File: config.mk
export PLATFORM = sky130hd
export DESIGN_NAME = opto_emisync_monitor_flat
export DESIGN_NICKNAME = d
export VERILOG_FILES = /design/src/rtl/opto_emisync_monitor_pkg.sv /design/src/rtl/opto_emisync_monitor_if.sv /design/src/rtl/opto_emisync_monitor_interval.sv /design/src/rtl/opto_emisync_monitor.sv /design/src/flat_wrapper.sv
export SDC_FILE = /design/constraint.sdc
export NUM_CORES = 1
export LEC_CHECK = 0
export ABC_AREA = 1
export BUFFER_PORTS_ARGS = -buffer_cell sky130_fd_sc_hd__buf_2
export CAP_MARGIN = 20
export CORE_MARGIN = 2
export CORE_UTILIZATION = 60
export DETAILED_ROUTE_END_ITERATION = 6
export GPL_TIMING_DRIVEN = 0
export PLACE_DENSITY = 0.84
export SYNTH_ARGS = -nofsm -noshare
export SYNTH_HDL_FRONTEND = slang
export SYNTH_HIERARCHICAL = 1
export SYNTH_SLANG_ARGS = --single-unit
File: constraint.sdc
create_clock -name i_clk -period 4.8 [get_ports i_clk]
set_input_delay 0.72 -clock i_clk [delete_from_list [all_inputs] [get_ports i_clk]]
set_output_delay 0.72 -clock i_clk [all_outputs]
set_load 0.01 [all_outputs]
File: src/rtl/opto_emisync_monitor_pkg.sv
// Shared types, default timing constants and the tolerance compare
// used by the emission-sync monitor.
package opto_emisync_monitor_pkg;

    typedef enum logic [1:0] {
        S_IDLE = 2'd0,
        S_ACQ  = 2'd1,
        S_LOCK = 2'd2,
        S_LOST = 2'd3
    } state_e;

    localparam int unsigned CLK_PERIOD_NS      = 10;
    localparam logic [15:0] DEF_EXP_PERIOD     = 16'd334;
    localparam logic [15:0] DEF_PERIOD_TOL     = 16'd2;
    localparam logic [15:0] DEF_INIT_LEAD      = 16'd34;
    localparam logic [15:0] DEF_LEAD_TOL       = 16'd2;
    localparam logic [7:0]  DEF_LOCK_CNT       = 8'd8;
    localparam logic        DEF_INIT_CHECK_EN  = 1'b1;

    // |meas - exp| <= tol, evaluated one bit wider so nothing wraps.
    function automatic logic in_tol(input logic [15:0] meas,
                                    input logic [15:0] exp_val,
                                    input logic [15:0] tol);
        logic [16:0] diff;
        if (meas >= exp_val)
            diff = {1'b0, meas} - {1'b0, exp_val};
        else
            diff = {1'b0, exp_val} - {1'b0, meas};
        return diff <= {1'b0, tol};
    endfunction

endpackage

File: src/rtl/opto_emisync_monitor_if.sv
// Strobe inputs and status/diagnostic outputs of the emission-sync monitor.
interface opto_emisync_monitor_if;

    logic        i_angle_sync;
    logic        i_gpx2_init;
    logic        i_clr_stat;
    logic        o_locked;
    logic [15:0] o_period;
    logic [15:0] o_lead;
    logic        o_period_err;
    logic        o_lead_err;
    logic        o_init_miss;
    logic        o_timeout;
    logic [15:0] o_err_cnt;
    logic [31:0] o_sync_cnt;

    modport master (
        output i_angle_sync, i_gpx2_init, i_clr_stat,
        input  o_locked, o_period, o_lead, o_period_err, o_lead_err,
               o_init_miss, o_timeout, o_err_cnt, o_sync_cnt
    );

    modport slave (
        input  i_angle_sync, i_gpx2_init, i_clr_stat,
        output o_locked, o_period, o_lead, o_period_err, o_lead_err,
               o_init_miss, o_timeout, o_err_cnt, o_sync_cnt
    );

endinterface

File: src/rtl/opto_emisync_monitor_interval.sv
// Saturating interval counter: restarts at 1 after start_i and latches
// its running value into meas_o on capture_i.
module opto_interval_meas (
    input  logic        clk_i,
    input  logic        rst_i,
    input  logic        start_i,
    input  logic        capture_i,
    output logic [15:0] cnt_o,
    output logic [15:0] meas_o
);

    logic [15:0] cnt_q, cnt_d;
    logic [15:0] meas_q, meas_d;

    always_comb begin
        cnt_d  = cnt_q;
        meas_d = meas_q;
        if (start_i)
            cnt_d = 16'd1;
        else if (cnt_q != 16'hFFFF)
            cnt_d = cnt_q + 16'd1;
        if (capture_i)
            meas_d = cnt_q;
    end

    always_ff @(posedge clk_i or posedge rst_i) begin
        if (rst_i) begin
            cnt_q  <= 16'd0;
            meas_q <= 16'd0;
        end else begin
            cnt_q  <= cnt_d;
            meas_q <= meas_d;
        end
    end

    assign cnt_o  = cnt_q;
    assign meas_o = meas_q;

endmodule

File: src/rtl/opto_emisync_monitor.sv
// Checks sync period and init-to-sync lead, tracks lock, counts errors/syncs.
//   state  | meaning
//   S_IDLE | no sync seen since reset
//   S_ACQ  | reference taken, counting consecutive good periods
//   S_LOCK | LOCK_CNT good periods seen, lock reported
//   S_LOST | sync absent too long, waiting for a new reference
module opto_emisync_monitor
    import opto_emisync_monitor_pkg::*;
#(
    parameter logic [15:0] EXP_PERIOD    = DEF_EXP_PERIOD,
    parameter logic [15:0] PERIOD_TOL    = DEF_PERIOD_TOL,
    parameter logic [15:0] INIT_LEAD     = DEF_INIT_LEAD,
    parameter logic [15:0] LEAD_TOL      = DEF_LEAD_TOL,
    parameter logic [7:0]  LOCK_CNT      = DEF_LOCK_CNT,
    parameter logic        INIT_CHECK_EN = DEF_INIT_CHECK_EN
) (
    input  logic                   i_clk,
    input  logic                   i_rst,
    opto_emisync_monitor_if.slave  bus
);

    localparam logic [16:0] TIMEOUT_LIM = {EXP_PERIOD, 1'b0};

    logic        sync, init, clr;
    logic [15:0] period_cnt, period_meas, lead_cnt, lead_meas;
    state_e      state_q;
    logic [7:0]  good_q;
    logic        init_seen_q, locked_q, timeout_q;
    logic        perr_q, lerr_q, miss_q;
    logic        perr_d, lerr_d, miss_d;
    logic [15:0] err_cnt_q, err_cnt_d;
    logic [31:0] sync_cnt_q, sync_cnt_d;
    logic        tracking, checking, period_ok, lead_ok, timeout_hit;
    logic [1:0]  err_add;
    logic [16:0] err_sum;

    assign sync = bus.i_angle_sync;
    assign init = bus.i_gpx2_init;
    assign clr  = bus.i_clr_stat;

    opto_interval_meas u_period (
        .clk_i     (i_clk),
        .rst_i     (i_rst),
        .start_i   (sync),
        .capture_i (sync),
        .cnt_o     (period_cnt),
        .meas_o    (period_meas)
    );

    // A lead is only meaningful when an init arrived since the last sync.
    opto_interval_meas u_lead (
        .clk_i     (i_clk),
        .rst_i     (i_rst),
        .start_i   (init),
        .capture_i (sync & init_seen_q),
        .cnt_o     (lead_cnt),
        .meas_o    (lead_meas)
    );

    assign tracking    = (state_q == S_ACQ) || (state_q == S_LOCK);
    assign checking    = sync & tracking;
    assign period_ok   = in_tol(period_cnt, EXP_PERIOD, PERIOD_TOL);
    assign lead_ok     = in_tol(lead_cnt, INIT_LEAD, LEAD_TOL);
    assign timeout_hit = ~sync & tracking & ({1'b0, period_cnt} > TIMEOUT_LIM);

    assign perr_d = checking & ~period_ok;
    assign miss_d = checking & INIT_CHECK_EN & ~init_seen_q;
    assign lerr_d = checking & INIT_CHECK_EN & init_seen_q & ~lead_ok;

    assign err_add = {1'b0, perr_d} + {1'b0, lerr_d} + {1'b0, miss_d};
    assign err_sum = {1'b0, err_cnt_q} + {15'd0, err_add};

    always_comb begin
        err_cnt_d  = err_sum[16] ? 16'hFFFF : err_sum[15:0];
        sync_cnt_d = sync ? sync_cnt_q + 32'd1 : sync_cnt_q;
        if (clr) begin
            err_cnt_d  = 16'd0;
            sync_cnt_d = 32'd0;
        end
    end

    always_ff @(posedge i_clk or posedge i_rst) begin
        if (i_rst) begin
            state_q     <= S_IDLE;
            good_q      <= 8'd0;
            init_seen_q <= 1'b0;
            locked_q    <= 1'b0;
            timeout_q   <= 1'b0;
            perr_q      <= 1'b0;
            lerr_q      <= 1'b0;
            miss_q      <= 1'b0;
            err_cnt_q   <= 16'd0;
            sync_cnt_q  <= 32'd0;
        end else begin
            perr_q      <= perr_d;
            lerr_q      <= lerr_d;
            miss_q      <= miss_d;
            timeout_q   <= 1'b0;
            err_cnt_q   <= err_cnt_d;
            sync_cnt_q  <= sync_cnt_d;
            // A coincident init belongs to the next period.
            init_seen_q <= sync ? init : (init_seen_q | init);
            case (state_q)
                S_IDLE, S_LOST: begin
                    if (sync) begin
                        state_q <= S_ACQ;
                        good_q  <= 8'd0;
                    end
                end
                S_ACQ: begin
                    if (sync) begin
                        if (period_ok) begin
                            good_q <= good_q + 8'd1;
                            if (good_q + 8'd1 == LOCK_CNT) begin
                                state_q  <= S_LOCK;
                                locked_q <= 1'b1;
                            end
                        end else begin
                            good_q <= 8'd0;
                        end
                    end else if (timeout_hit) begin
                        state_q   <= S_LOST;
                        timeout_q <= 1'b1;
                    end
                end
                S_LOCK: begin
                    if (sync) begin
                        if (!period_ok) begin
                            state_q  <= S_ACQ;
                            good_q   <= 8'd0;
                            locked_q <= 1'b0;
                        end
                    end else if (timeout_hit) begin
                        state_q   <= S_LOST;
                        timeout_q <= 1'b1;
                        locked_q  <= 1'b0;
                    end
                end
                default: state_q <= S_IDLE;
            endcase
        end
    end

    assign bus.o_locked     = locked_q;
    assign bus.o_period     = period_meas;
    assign bus.o_lead       = lead_meas;
    assign bus.o_period_err = perr_q;
    assign bus.o_lead_err   = lerr_q;
    assign bus.o_init_miss  = miss_q;
    assign bus.o_timeout    = timeout_q;
    assign bus.o_err_cnt    = err_cnt_q;
    assign bus.o_sync_cnt   = sync_cnt_q;

endmodule

File: src/flat_wrapper.sv
// flat-port wrapper written by rule: the top's interface ports become plain ports
module opto_emisync_monitor_flat import opto_emisync_monitor_pkg::*;
#(
    parameter logic [15:0] EXP_PERIOD    = DEF_EXP_PERIOD,
    parameter logic [15:0] PERIOD_TOL    = DEF_PERIOD_TOL,
    parameter logic [15:0] INIT_LEAD     = DEF_INIT_LEAD,
    parameter logic [15:0] LEAD_TOL      = DEF_LEAD_TOL,
    parameter logic [7:0]  LOCK_CNT      = DEF_LOCK_CNT,
    parameter logic        INIT_CHECK_EN = DEF_INIT_CHECK_EN
)
  (i_clk, i_rst, bus_i_angle_sync, bus_i_gpx2_init, bus_i_clr_stat, bus_o_locked, bus_o_period, bus_o_lead, bus_o_period_err, bus_o_lead_err, bus_o_init_miss, bus_o_timeout, bus_o_err_cnt, bus_o_sync_cnt);
  opto_emisync_monitor_if bus_i ();
  input  logic i_clk;
  input  logic i_rst;
  input wire logic [$bits(bus_i.i_angle_sync)-1:0] bus_i_angle_sync;
  input wire logic [$bits(bus_i.i_gpx2_init)-1:0] bus_i_gpx2_init;
  input wire logic [$bits(bus_i.i_clr_stat)-1:0] bus_i_clr_stat;
  output wire logic [$bits(bus_i.o_locked)-1:0] bus_o_locked;
  output wire logic [$bits(bus_i.o_period)-1:0] bus_o_period;
  output wire logic [$bits(bus_i.o_lead)-1:0] bus_o_lead;
  output wire logic [$bits(bus_i.o_period_err)-1:0] bus_o_period_err;
  output wire logic [$bits(bus_i.o_lead_err)-1:0] bus_o_lead_err;
  output wire logic [$bits(bus_i.o_init_miss)-1:0] bus_o_init_miss;
  output wire logic [$bits(bus_i.o_timeout)-1:0] bus_o_timeout;
  output wire logic [$bits(bus_i.o_err_cnt)-1:0] bus_o_err_cnt;
  output wire logic [$bits(bus_i.o_sync_cnt)-1:0] bus_o_sync_cnt;
  assign bus_i.i_angle_sync = bus_i_angle_sync;
  assign bus_i.i_gpx2_init = bus_i_gpx2_init;
  assign bus_i.i_clr_stat = bus_i_clr_stat;
  assign bus_o_locked = bus_i.o_locked;
  assign bus_o_period = bus_i.o_period;
  assign bus_o_lead = bus_i.o_lead;
  assign bus_o_period_err = bus_i.o_period_err;
  assign bus_o_lead_err = bus_i.o_lead_err;
  assign bus_o_init_miss = bus_i.o_init_miss;
  assign bus_o_timeout = bus_i.o_timeout;
  assign bus_o_err_cnt = bus_i.o_err_cnt;
  assign bus_o_sync_cnt = bus_i.o_sync_cnt;
  opto_emisync_monitor #(.EXP_PERIOD(EXP_PERIOD), .PERIOD_TOL(PERIOD_TOL), .INIT_LEAD(INIT_LEAD), .LEAD_TOL(LEAD_TOL), .LOCK_CNT(LOCK_CNT), .INIT_CHECK_EN(INIT_CHECK_EN)) u_core (.i_clk(i_clk), .i_rst(i_rst), .bus(bus_i));
endmodule
==> impl_metrics.env, run 1 <==
export IMPL_status="complete, no violations"
export IMPL_cts_root_buf="clkbuf_16"
export IMPL_synth_ff_type="dfrtp_1"
export IMPL_numPortBuffers=88
export IMPL_slew_viol_final=0
export IMPL_yosysTopAreaCell="dfrtp_1"
export IMPL_fmax_ghz=0.222
export IMPL_hold_viol=0
export IMPL_ys_warn_count=6
export IMPL_yosysSeqAreaShare=0.374
export IMPL_crit_required_ps=5110
export IMPL_ff_latch_area_mm2=0.00321
export IMPL_fp_dieH_um=123
export IMPL_fin_skew_ps=7.71
export IMPL_grt_max_degree=40
export IMPL_synth_edf_count=0
export IMPL_hold_slack_ps=336
export IMPL_grt_usage=0.306
export IMPL_boundaryPins=90
export IMPL_globalRouteOverflowTotal=0
export IMPL_crit_slowest_cell="fa_1"
export IMPL_routed_wirelength_um=22900
export IMPL_cts_htree_levels=4
export IMPL_grt_pass1_vias=7871
export IMPL_power_leakage_nw=5.23
export IMPL_synth_top_cell_area_share=0.374
export IMPL_slew_headroom=0.579
export IMPL_netlist_area_mm2=0.00856
export IMPL_vias=8728
export IMPL_clk_pin_slew_worst_paths_ps=60
export IMPL_syn_inst=1254
export IMPL_hp_class="input port to asynchronous set/reset pin"
export IMPL_grt_pass1_wl_um=37000
export IMPL_cpPeakStageDelay_ps=530
export IMPL_num_rows=43
export IMPL_critPathKind="flip-flop to flip-flop"
export IMPL_pre_cts_ws_ps=-219
export IMPL_dpl_hpwl_um=16500
export IMPL_crit_path_start_kind="flip-flop"
export IMPL_tightest_slew_ps=632
export IMPL_place_area_mm2=0.00930
export IMPL_die_area_mm2=0.0152
export IMPL_avgSynthCellArea_um2=6.82
export IMPL_clockBufferDepth=2
export IMPL_place_gp_congestion=0.947
export IMPL_setup_viol=0
export IMPL_drt_iter0_drc=825
export IMPL_p_total_mw=2.98
export IMPL_synth_area_leaders="dfrtp_1 37%, nand2_1 15%, nor2_1 7.6%"
export IMPL_critical_path_arrival_ps=4800
export IMPL_layout_drive_gt1_share=0.148
export IMPL_core_area_mm2=0.0139
export IMPL_multiInputGateArea_mm2=0.00461
export IMPL_num_antenna_cells=0
export IMPL_via_per_inst=5.56
export IMPL_finalWorstSetupSlack_ps=305
export IMPL_crit_fanout=10
export IMPL_postLayoutCellArea_mm2=0.0100
export IMPL_vdd_drop_max_mv=0.269
export IMPL_synth_cell_types=50
export IMPL_drc=0
export IMPL_numCtsBuffers=17
export IMPL_cts_tree="done"
export IMPL_syn_nets=1279
export IMPL_nNetsFinal=1402
export IMPL_p_per_area_mw_per_mm2=297
export IMPL_fillers=1112
export IMPL_fp_dieW_um=123
export IMPL_wl_per_cell_um=14.6
export IMPL_cap_violations=0
export IMPL_antenna_found_initial=0
export IMPL_postCtsHoldBufs=0
export IMPL_first_pass_iters=7
export IMPL_layout_min_cycle_time_ps=4500
export IMPL_syn2layout_area_growth_pct=17.3
export IMPL_start_util=0.617
export IMPL_clkSinkCount=128
export IMPL_synth_seq_cells=128
export IMPL_clock_latency_ps=420
export IMPL_worstSetupEndpointType="flip-flop"
export IMPL_async_reset_ff_frac=1.00
export IMPL_reg2reg_depth=25
export IMPL_drtAntennaViolNets=0
export IMPL_fin_crit_sh=0.937
placed cells by master (no fill, tap or decap), drive strengths merged, types with 2 or more instances in the layout:
cell type | Yosys | layout
a211oi | 4 | 4
a21oi | 62 | 62
a31oi | 4 | 4
buf | 19 | 121
bufinv | 0 | 2
clkbuf | 7 | 28
clkinv | 1 | 4
clkinvlp | 0 | 6
dfrtp | 128 | 128
fa | 2 | 2
ha | 18 | 18
inv | 172 | 174
mux2 | 2 | 2
nand2 | 350 | 350
nand3 | 120 | 120
nand3b | 3 | 3
nand4 | 27 | 27
nor2 | 183 | 183
nor3 | 31 | 31
nor4 | 13 | 13
o21a | 5 | 5
o21ai | 46 | 46
o21bai | 2 | 2
o31ai | 5 | 5
or2 | 6 | 6
xnor2 | 10 | 10
xor2 | 25 | 25
what timing repair did:
| item | in CTS | in global routing |
|---|---|---|
| gates resized for setup | 5 | 12 |
| pin swaps | 0 | 4 |
| endpoints found under the setup margin | 9 | 10 |
| setup buffers | 0 | 13 |
synthesized netlist by cell type, types with 3 or more instances:
cell type  number
nand3_1       114
or2_2           6
buf_6           4
o21ai_0        43
nand3b_1        3
o21a_1          5
ha_1           18
inv_1         161
xnor2_1        10
nor4_1         13
nor2_2          6
nand3_2         4
nand2_2         5
o31ai_1         5
a211oi_1        4
clkbuf_1        7
nor3_1         30
nand4_1        26
nor2_1        173
xor2_1         25
nand2_1       344
a31oi_1         4
nor2_4          4
dfrtp_1       128
a21oi_1        61
buf_2           5
buf_1           8
inv_2          10
logic make-up (layout without fill, tap and decap cells):
family                   Yosys count  in the layout  share of synthesized area
AND/OR/NAND/NOR                  736            736                      0.375
flip-flops                       128            128                      0.374
AO/OA/AOI/OAI                    134            134                     0.0885
multiplexers                       2              2                    0.00263
XOR/XNOR                          35             35                     0.0358
adder cells (fa/ha/maj)           20             20                     0.0310
buffers and inverters            199            335                     0.0930
metrics by stage:
stage	utilization	TNS [ps]	cells
2_1_floorplan	-	0	1254
3_3_place_gp	0.665	-1040	1522
3_5_place_dp	0.670	-1310	1525
4_1_cts	0.713	0	1557
5_1_grt	0.723	-0.319	1570
6_report	0.723	0	1570
worst max-delay path, delay by kind of cell (launching register included):
kind / cells / cell delay (ps)
AO/OA/AOI/OAI: 2 / 330
XOR/XNOR: 1 / 150
adder cells (fa/ha/maj): 4 / 1200
buffers and inverters: 5 / 460
flip-flops: 1 / 490
AND/OR/NAND/NOR: 13 / 1740
metal layers:
metal / part of all wire / track usage / up-vias
met1: 0.43 / 0.412 / 3995
met5: 0 / 0 / -
li1: - / - / 4292
met4: 0.024 / 0.121 / 0
met3: 0.072 / 0.0609 / 46
met2: 0.48 / 0.487 / 395
power by group:
group / internal (mW) / switching, mW / total [mW]
clock: 0.776 / 0.485 / 1.26
combinational: 0.191 / 0.330 / 0.521
sequential: 1.14 / 0.0555 / 1.20
total: 2.11 / 0.870 / 2.98
sequential cells by signal (all words and copies together) (netlist names):
name	flops
u_core/bus.o_sync_cnt	32
u_core/bus.o_err_cnt	16
u_core/u_lead/cnt_o	16
u_core/u_lead/meas_o	16
u_core/u_period/cnt_o	16
u_core/u_period/meas_o	16
u_core/good_q	8
u_core/state_q	2
u_core/bus.o_init_miss	1
u_core/bus.o_lead_err	1
u_core/bus.o_locked	1
u_core/bus.o_period_err	1
u_core/bus.o_timeout	1
u_core/init_seen_q	1
layout make-up:
class	count	share of cell area
multi-input cells	927	0.459
flip-flops and latches	128	0.320
inverters	173	0.0654
repair buffers	104	0.0608
clock buffers	19	0.0441
well taps	180	0.0224
plain buffers	26	0.0143
clock inverters	13	0.0137
worst paths after layout:
kind	start	to	slack (ps)
setup / recovery	u_core/u_period/cnt_o[1]	u_core/bus.o_err_cnt[14]	300
hold / removal	i_rst	u_core/u_lead/cnt_o[14]	340
hold reg to reg	u_core/bus.o_locked	u_core/bus.o_locked	480
max in group asynchronous	i_rst	u_core/bus.o_err_cnt[11]	3810
min in group i_clk	u_core/bus.o_locked	u_core/bus.o_locked	480
setup reg to reg	u_core/u_period/cnt_o[1]	u_core/bus.o_err_cnt[14]	300
No activity file was read; power rests on OpenSTA's default activity.
==> inputs of run 2 (changes only) <==
Settings changed: CTS_CLUSTER_SIZE set to 12, GPL_TIMING_DRIVEN 0 to not set.
==> run 2 against run 1 <==
Against the previous run:
- fmax rose by 2.2%
- total power fell by 0.99%
- sequential share of layout area rose by 0.61 points
- worst setup slack improved by 97 ps
- final area fell by 2.0%
==> impl_metrics.env, run 2 (same netlist as run 1, synthesis figures left out) <==
export IMPL_worstSetupEndpointType="flip-flop"
export IMPL_clk_pin_slew_worst_paths_ps=60
export IMPL_status="complete, no violations"
export IMPL_largest_reg_flops=32
export IMPL_antenna_found_initial=0
export IMPL_globalRouteOverflowTotal=0
export IMPL_cts_htree_levels=4
export IMPL_fin_skew_ps=8.70
export IMPL_grt_pass1_vias=7968
export IMPL_rsz0062_at_grt="false"
export IMPL_r2r_end="u_core/bus.o_err_cnt[14]"
export IMPL_final_common_cell="nand2_1"
export IMPL_place_area_mm2=0.00922
export IMPL_cts_root_buf="clkbuf_16"
export IMPL_p_total_mw=2.95
export IMPL_reg2reg_depth=24
export IMPL_ff_latch_area_mm2=0.00320
export IMPL_critPathKind="flip-flop to flip-flop"
export IMPL_grt_pass1_wl_um=36800
export IMPL_multiInputGateArea_mm2=0.00460
export IMPL_num_rows=43
export IMPL_fp_dieH_um=123
export IMPL_via_per_inst=5.58
export IMPL_cts_tree="done"
export IMPL_fin_crit_sh=0.916
export IMPL_crit_path_start_kind="flip-flop"
export IMPL_grt_max_degree=61
export IMPL_slew_headroom=0.441
export IMPL_vias=8634
export IMPL_crit_required_ps=5120
export IMPL_hold_viol=0
export IMPL_drtAntennaViolNets=0
export IMPL_syn2layout_area_growth_pct=14.9
export IMPL_fillers=1171
export IMPL_die_area_mm2=0.0152
export IMPL_layout_min_cycle_time_ps=4400
export IMPL_p_per_area_mw_per_mm2=300
export IMPL_first_pass_iters=7
export IMPL_hp_class="input port to asynchronous set/reset pin"
export IMPL_numCtsBuffers=17
export IMPL_power_leakage_nw=5.16
export IMPL_fin_tns_setup_ps=0
export IMPL_core_area_mm2=0.0139
export IMPL_fmax_ghz=0.227
export IMPL_setup_viol=0
export IMPL_tightest_slew_ps=837
export IMPL_place_gp_congestion=0.942
export IMPL_layout_drive_gt1_share=0.140
export IMPL_drc=0
export IMPL_cap_violations=0
export IMPL_grt_usage=0.306
export IMPL_timing_rr_start="u_core/u_period/cnt_o[1]"
export IMPL_numPortBuffers=89
export IMPL_final_cell_mix="344 x nand2_1, 172 x nor2_1, 159 x inv_1, 128 x dfrtp_1, 114 x nand3_1"
export IMPL_boundaryPins=90
export IMPL_postCtsHoldBufs=0
export IMPL_drt_iter0_drc=933
export IMPL_num_antenna_cells=0
export IMPL_clockBufferDepth=2
export IMPL_clkSinkCount=128
export IMPL_routed_wirelength_um=22400
export IMPL_slew_viol_final=0
export IMPL_nNetsFinal=1380
export IMPL_crit_path_end="u_core/bus.o_err_cnt[14]"
export IMPL_ff2ff_setup_slack_ps=400
export IMPL_crit_fanout=10
export IMPL_start_util=0.617
export IMPL_wl_per_cell_um=14.5
export IMPL_postLayoutCellArea_mm2=0.00983
export IMPL_fp_dieW_um=123
export IMPL_critical_path_arrival_ps=4720
export IMPL_clock_latency_ps=430
export IMPL_dpl_hpwl_um=16200
export IMPL_vdd_drop_max_mv=0.326
export IMPL_cp_startpoint="u_core/u_period/cnt_o[1]"
run 2: cell count changes in the layout (fill, tap and decap cells not counted), moves of 4 or more:
cell	before	now
dfrtp_1	124	128
buf_6	4	0
dfrtp_2	4	0
buf_1	8	0
buf_4	14	18
clkbuf_1	8	1
run 2: worst min-delay path by stage:
stage / cells past startpoint / endpoint / slack (ps) / startpoint
after floorplan: 1 / u_core/bus.o_init_miss / 450 / u_core/init_seen_q
after detailed placement: 2 / u_core/bus.o_locked / 470 / u_core/bus.o_locked
final: 2 / u_core/good_q[6] / 190 / i_rst
after global placement: 2 / u_core/bus.o_locked / 470 / u_core/bus.o_locked
after global routing: 2 / u_core/good_q[6] / 200 / i_rst
after CTS: 2 / u_core/good_q[6] / 190 / i_rst
run 2: layout make-up:
cell class / count / share of cell area
clock inverter: 14 / 0.0145
timing repair buffer: 107 / 0.0590
clock buffer: 18 / 0.0436
sequential: 128 / 0.326
inverter: 173 / 0.0665
tap: 180 / 0.0229
multi-input combinational: 928 / 0.468
run 2: report_power, final:
group | total [mW] | leakage, nW | internal (mW) | switching [mW]
Combinational | 0.507 | 3.17 | 0.179 | 0.329
Sequential | 1.19 | 1.71 | 1.14 | 0.0459
Clock | 1.26 | 0.276 | 0.761 | 0.495
run 2: routing by layer:
metal	part of all wire	vias to the layer above	wire length [um]	global-route usage
li1	-	4244	-	-
met1	0.44	3926	9850	0.408
met2	0.46	390	10300	0.486
met3	0.071	74	1590	0.0586
met4	0.029	0	648	0.132
met5	0	-	0	0
run 2: worst max-delay path, stage by stage (launching register included):
cell,delay (ps)
dfrtp_1,380
ha_1,260
a21oi_4,200
inv_1,70
nand2_2,130
nand3_4,170
o21ai_1,130
nand2_1,90
nor2_1,110
nand3_1,100
nor2_2,190
nand3_2,130
nand2_1,90
inv_1,60
fa_1,520
ha_1,190
fa_1,230
nand3_1,170
nor3b_2,280
nand2_1,130
nor4_4,170
nand4_1,130
xnor2_1,150
o21ai_0,160
inv_1,50
run 2: timing repair:
item | CTS | global route
hold endpoints to repair | 0 | 0
gates resized for setup | 1 | 5
pin swaps | 0 | 2
setup buffers | 0 | 1
cloned | 0 | 1
setup endpoints to repair | 5 | 10
run 2: stage by stage:
stage                     worst slack (ps)  utilization  std cells  hold WS, ps
final                                  402        0.708       1548          188
after global placement                 198        0.664       1514          469
after detailed placement              60.0        0.664       1514          470
after floorplan                        600            -       1254          447
after global routing                  39.7        0.708       1548          198
after CTS                              105        0.706       1546          190
==> inputs of run 3 (changes only) <==
Settings changed: BUFFER_PORTS_ARGS -buffer_cell sky130_fd_sc_hd__buf_2 to not set, CORE_UTILIZATION 60 to 65, DONT_BUFFER_PORTS set to 1.
==> run 3 against run 2 <==
Against the previous run:
- sequential power up 3%
- register-to-register slack better by 40 ps
- utilization up 2.9 points
- global-route usage up 3.2 points
- wire length up 2.2%
- non-clock buffer count down 89
- combinational power down 18%
- sequential cell count unchanged
- via count down 2.5%
- sequential share of layout area up 1.6 points
- clock skew up 1.4 ps
- largest cell class unchanged
==> impl_metrics.env, run 3 (same netlist as run 1, synthesis figures left out) <==
export IMPL_first_pass_iters=6
export IMPL_p_total_mw=2.90
export IMPL_p_per_area_mw_per_mm2=309
export IMPL_slew_viol_final=0
export IMPL_layout_min_cycle_time_ps=4360
export IMPL_start_util=0.673
export IMPL_setup_viol=0
export IMPL_vias=8415
export IMPL_fmax_ghz=0.229
export IMPL_status="complete, no violations"
export IMPL_fp_dieH_um=119
export IMPL_num_rows=41
export IMPL_power_leakage_nw=4.70
export IMPL_drtAntennaViolNets=0
export IMPL_hold_slack_ps=268
export IMPL_numCtsBuffers=17
export IMPL_vdd_drop_max_mv=0.252
export IMPL_dpl_hpwl_um=16200
export IMPL_wl_per_cell_um=15.8
export IMPL_critPathKind="flip-flop to flip-flop"
export IMPL_drc=0
export IMPL_crit_required_ps=5110
export IMPL_fin_crit_sh=0.908
export IMPL_grt_pass1_vias=8010
export IMPL_fillers=1034
export IMPL_boundaryPins=90
export IMPL_hp_class="input port to asynchronous set/reset pin"
export IMPL_ff_latch_area_mm2=0.00320
export IMPL_clk_pin_slew_worst_paths_ps=60
export IMPL_critical_path_arrival_ps=4670
export IMPL_drt_iter0_drc=1040
export IMPL_grt_max_degree=53
export IMPL_cts_root_buf="clkbuf_16"
export IMPL_numPortBuffers=0
export IMPL_grt_usage=0.337
export IMPL_hold_viol=0
export IMPL_slew_headroom=0.373
export IMPL_crit_path_start_kind="flip-flop"
export IMPL_layout_drive_gt1_share=0.0806
export IMPL_place_gp_congestion=0.946
export IMPL_final_cell_mix="344 x nand2_1, 171 x nor2_1, 159 x inv_1, 127 x dfrtp_1, 114 x nand3_1"
export IMPL_via_per_inst=5.80
export IMPL_clockBufferDepth=2
export IMPL_syn2layout_area_growth_pct=9.62
export IMPL_clkSinkCount=128
export IMPL_routed_wirelength_um=22900
export IMPL_final_common_cell="nand2_1"
export IMPL_worstSetupEndpointType="flip-flop"
export IMPL_die_area_mm2=0.0141
export IMPL_fin_tns_setup_ps=0
export IMPL_clock_latency_ps=430
export IMPL_largest_reg_flops=32
export IMPL_nNetsFinal=1291
export IMPL_multiInputGateArea_mm2=0.00460
export IMPL_cap_violations=0
export IMPL_rsz0062_at_grt="false"
export IMPL_antenna_found_initial=0
export IMPL_num_antenna_cells=0
export IMPL_fp_dieW_um=119
export IMPL_tightest_slew_ps=939
export IMPL_cts_tree="done"
export IMPL_globalRouteOverflowTotal=0
export IMPL_crit_fanout=10
export IMPL_cts_htree_levels=4
export IMPL_fin_skew_ps=10.1
export IMPL_core_area_mm2=0.0127
export IMPL_grt_pass1_wl_um=38400
==> run 3: path summary, 6_finish.rpt <==
| kind | cells past startpoint | from | slack [ps] | to |
|---|---|---|---|---|
| worst min-delay path | 2 | i_rst | 270 | u_core/u_lead/cnt_o[15] |
| max in group asynchronous | 2 | i_rst | 3540 | u_core/state_q[1] |
| worst max-delay path | 24 | u_core/u_period/cnt_o[1] | 440 | u_core/bus.o_err_cnt[14] |
| worst max register to register | 24 | u_core/u_period/cnt_o[1] | 440 | u_core/bus.o_err_cnt[14] |
| min in group i_clk | 1 | bus_i_clr_stat | 350 | u_core/bus.o_err_cnt[4] |
| worst min register to register | 2 | u_core/good_q[7] | 510 | u_core/good_q[7] |
==> run 3: routing by layer <==
layer / vias up / part of all wire / wire (um) / track usage
li1: 4051 / - / - / -
met1: 3896 / 0.41 / 9480 / 0.434
met2: 391 / 0.47 / 10800 / 0.542
met3: 77 / 0.079 / 1810 / 0.0753
met4: 0 / 0.036 / 821 / 0.157
met5: - / 0 / 0 / 0
==> run 3: where the power goes <==
part	switching (mW)	internal, mW
clock network	0.496	0.760
logic	0.271	0.145
registers	0.0850	1.14
==> run 3: timing repair <==
action                                  4_1_cts  5_1_grt
gates resized for setup                       0        8
endpoints found under the setup margin        0       10
endpoints found under the hold margin         0        0
hold buffers                                  0        0
setup buffers                                 0        0
==> run 3: critical path: stages, from the launching register on <==
cell	delay (ps)
dfrtp_1	380
ha_1	270
a21oi_4	200
inv_1	70
nand2_2	130
nand3_4	160
inv_2	150
nand2_1	60
nand2_1	90
nand4_1	80
nor2_1	200
nand3_2	150
nand2_1	110
inv_1	70
fa_1	510
ha_1	190
fa_1	230
nand3_1	150
nor3b_2	230
nand2_1	120
nor4_4	170
nand4_1	130
xnor2_1	140
o21ai_0	170
inv_1	70
==> run 3: area by class of cell <==
class / instances / share of cell area
Clock buffer: 18 / 0.0457
Clock inverter: 13 / 0.0151
Inverter: 173 / 0.0698
Multi-Input combinational cell: 928 / 0.491
Sequential cell: 128 / 0.342
Tap cell: 172 / 0.0229
Timing Repair Buffer: 18 / 0.0144
==> run 3: per-stage QoR <==
step | area [um^2] | cells | worst slack [ps] | utilization
global placement | 8770 | 1418 | 273 | 0.689
floorplan | 8560 | 1254 | 600 | -
finish | 9380 | 1450 | 442 | 0.737
detailed placement | 8770 | 1418 | 105 | 0.689
CTS | 9340 | 1449 | 61.0 | 0.734
global route | 9380 | 1450 | 22.0 | 0.737
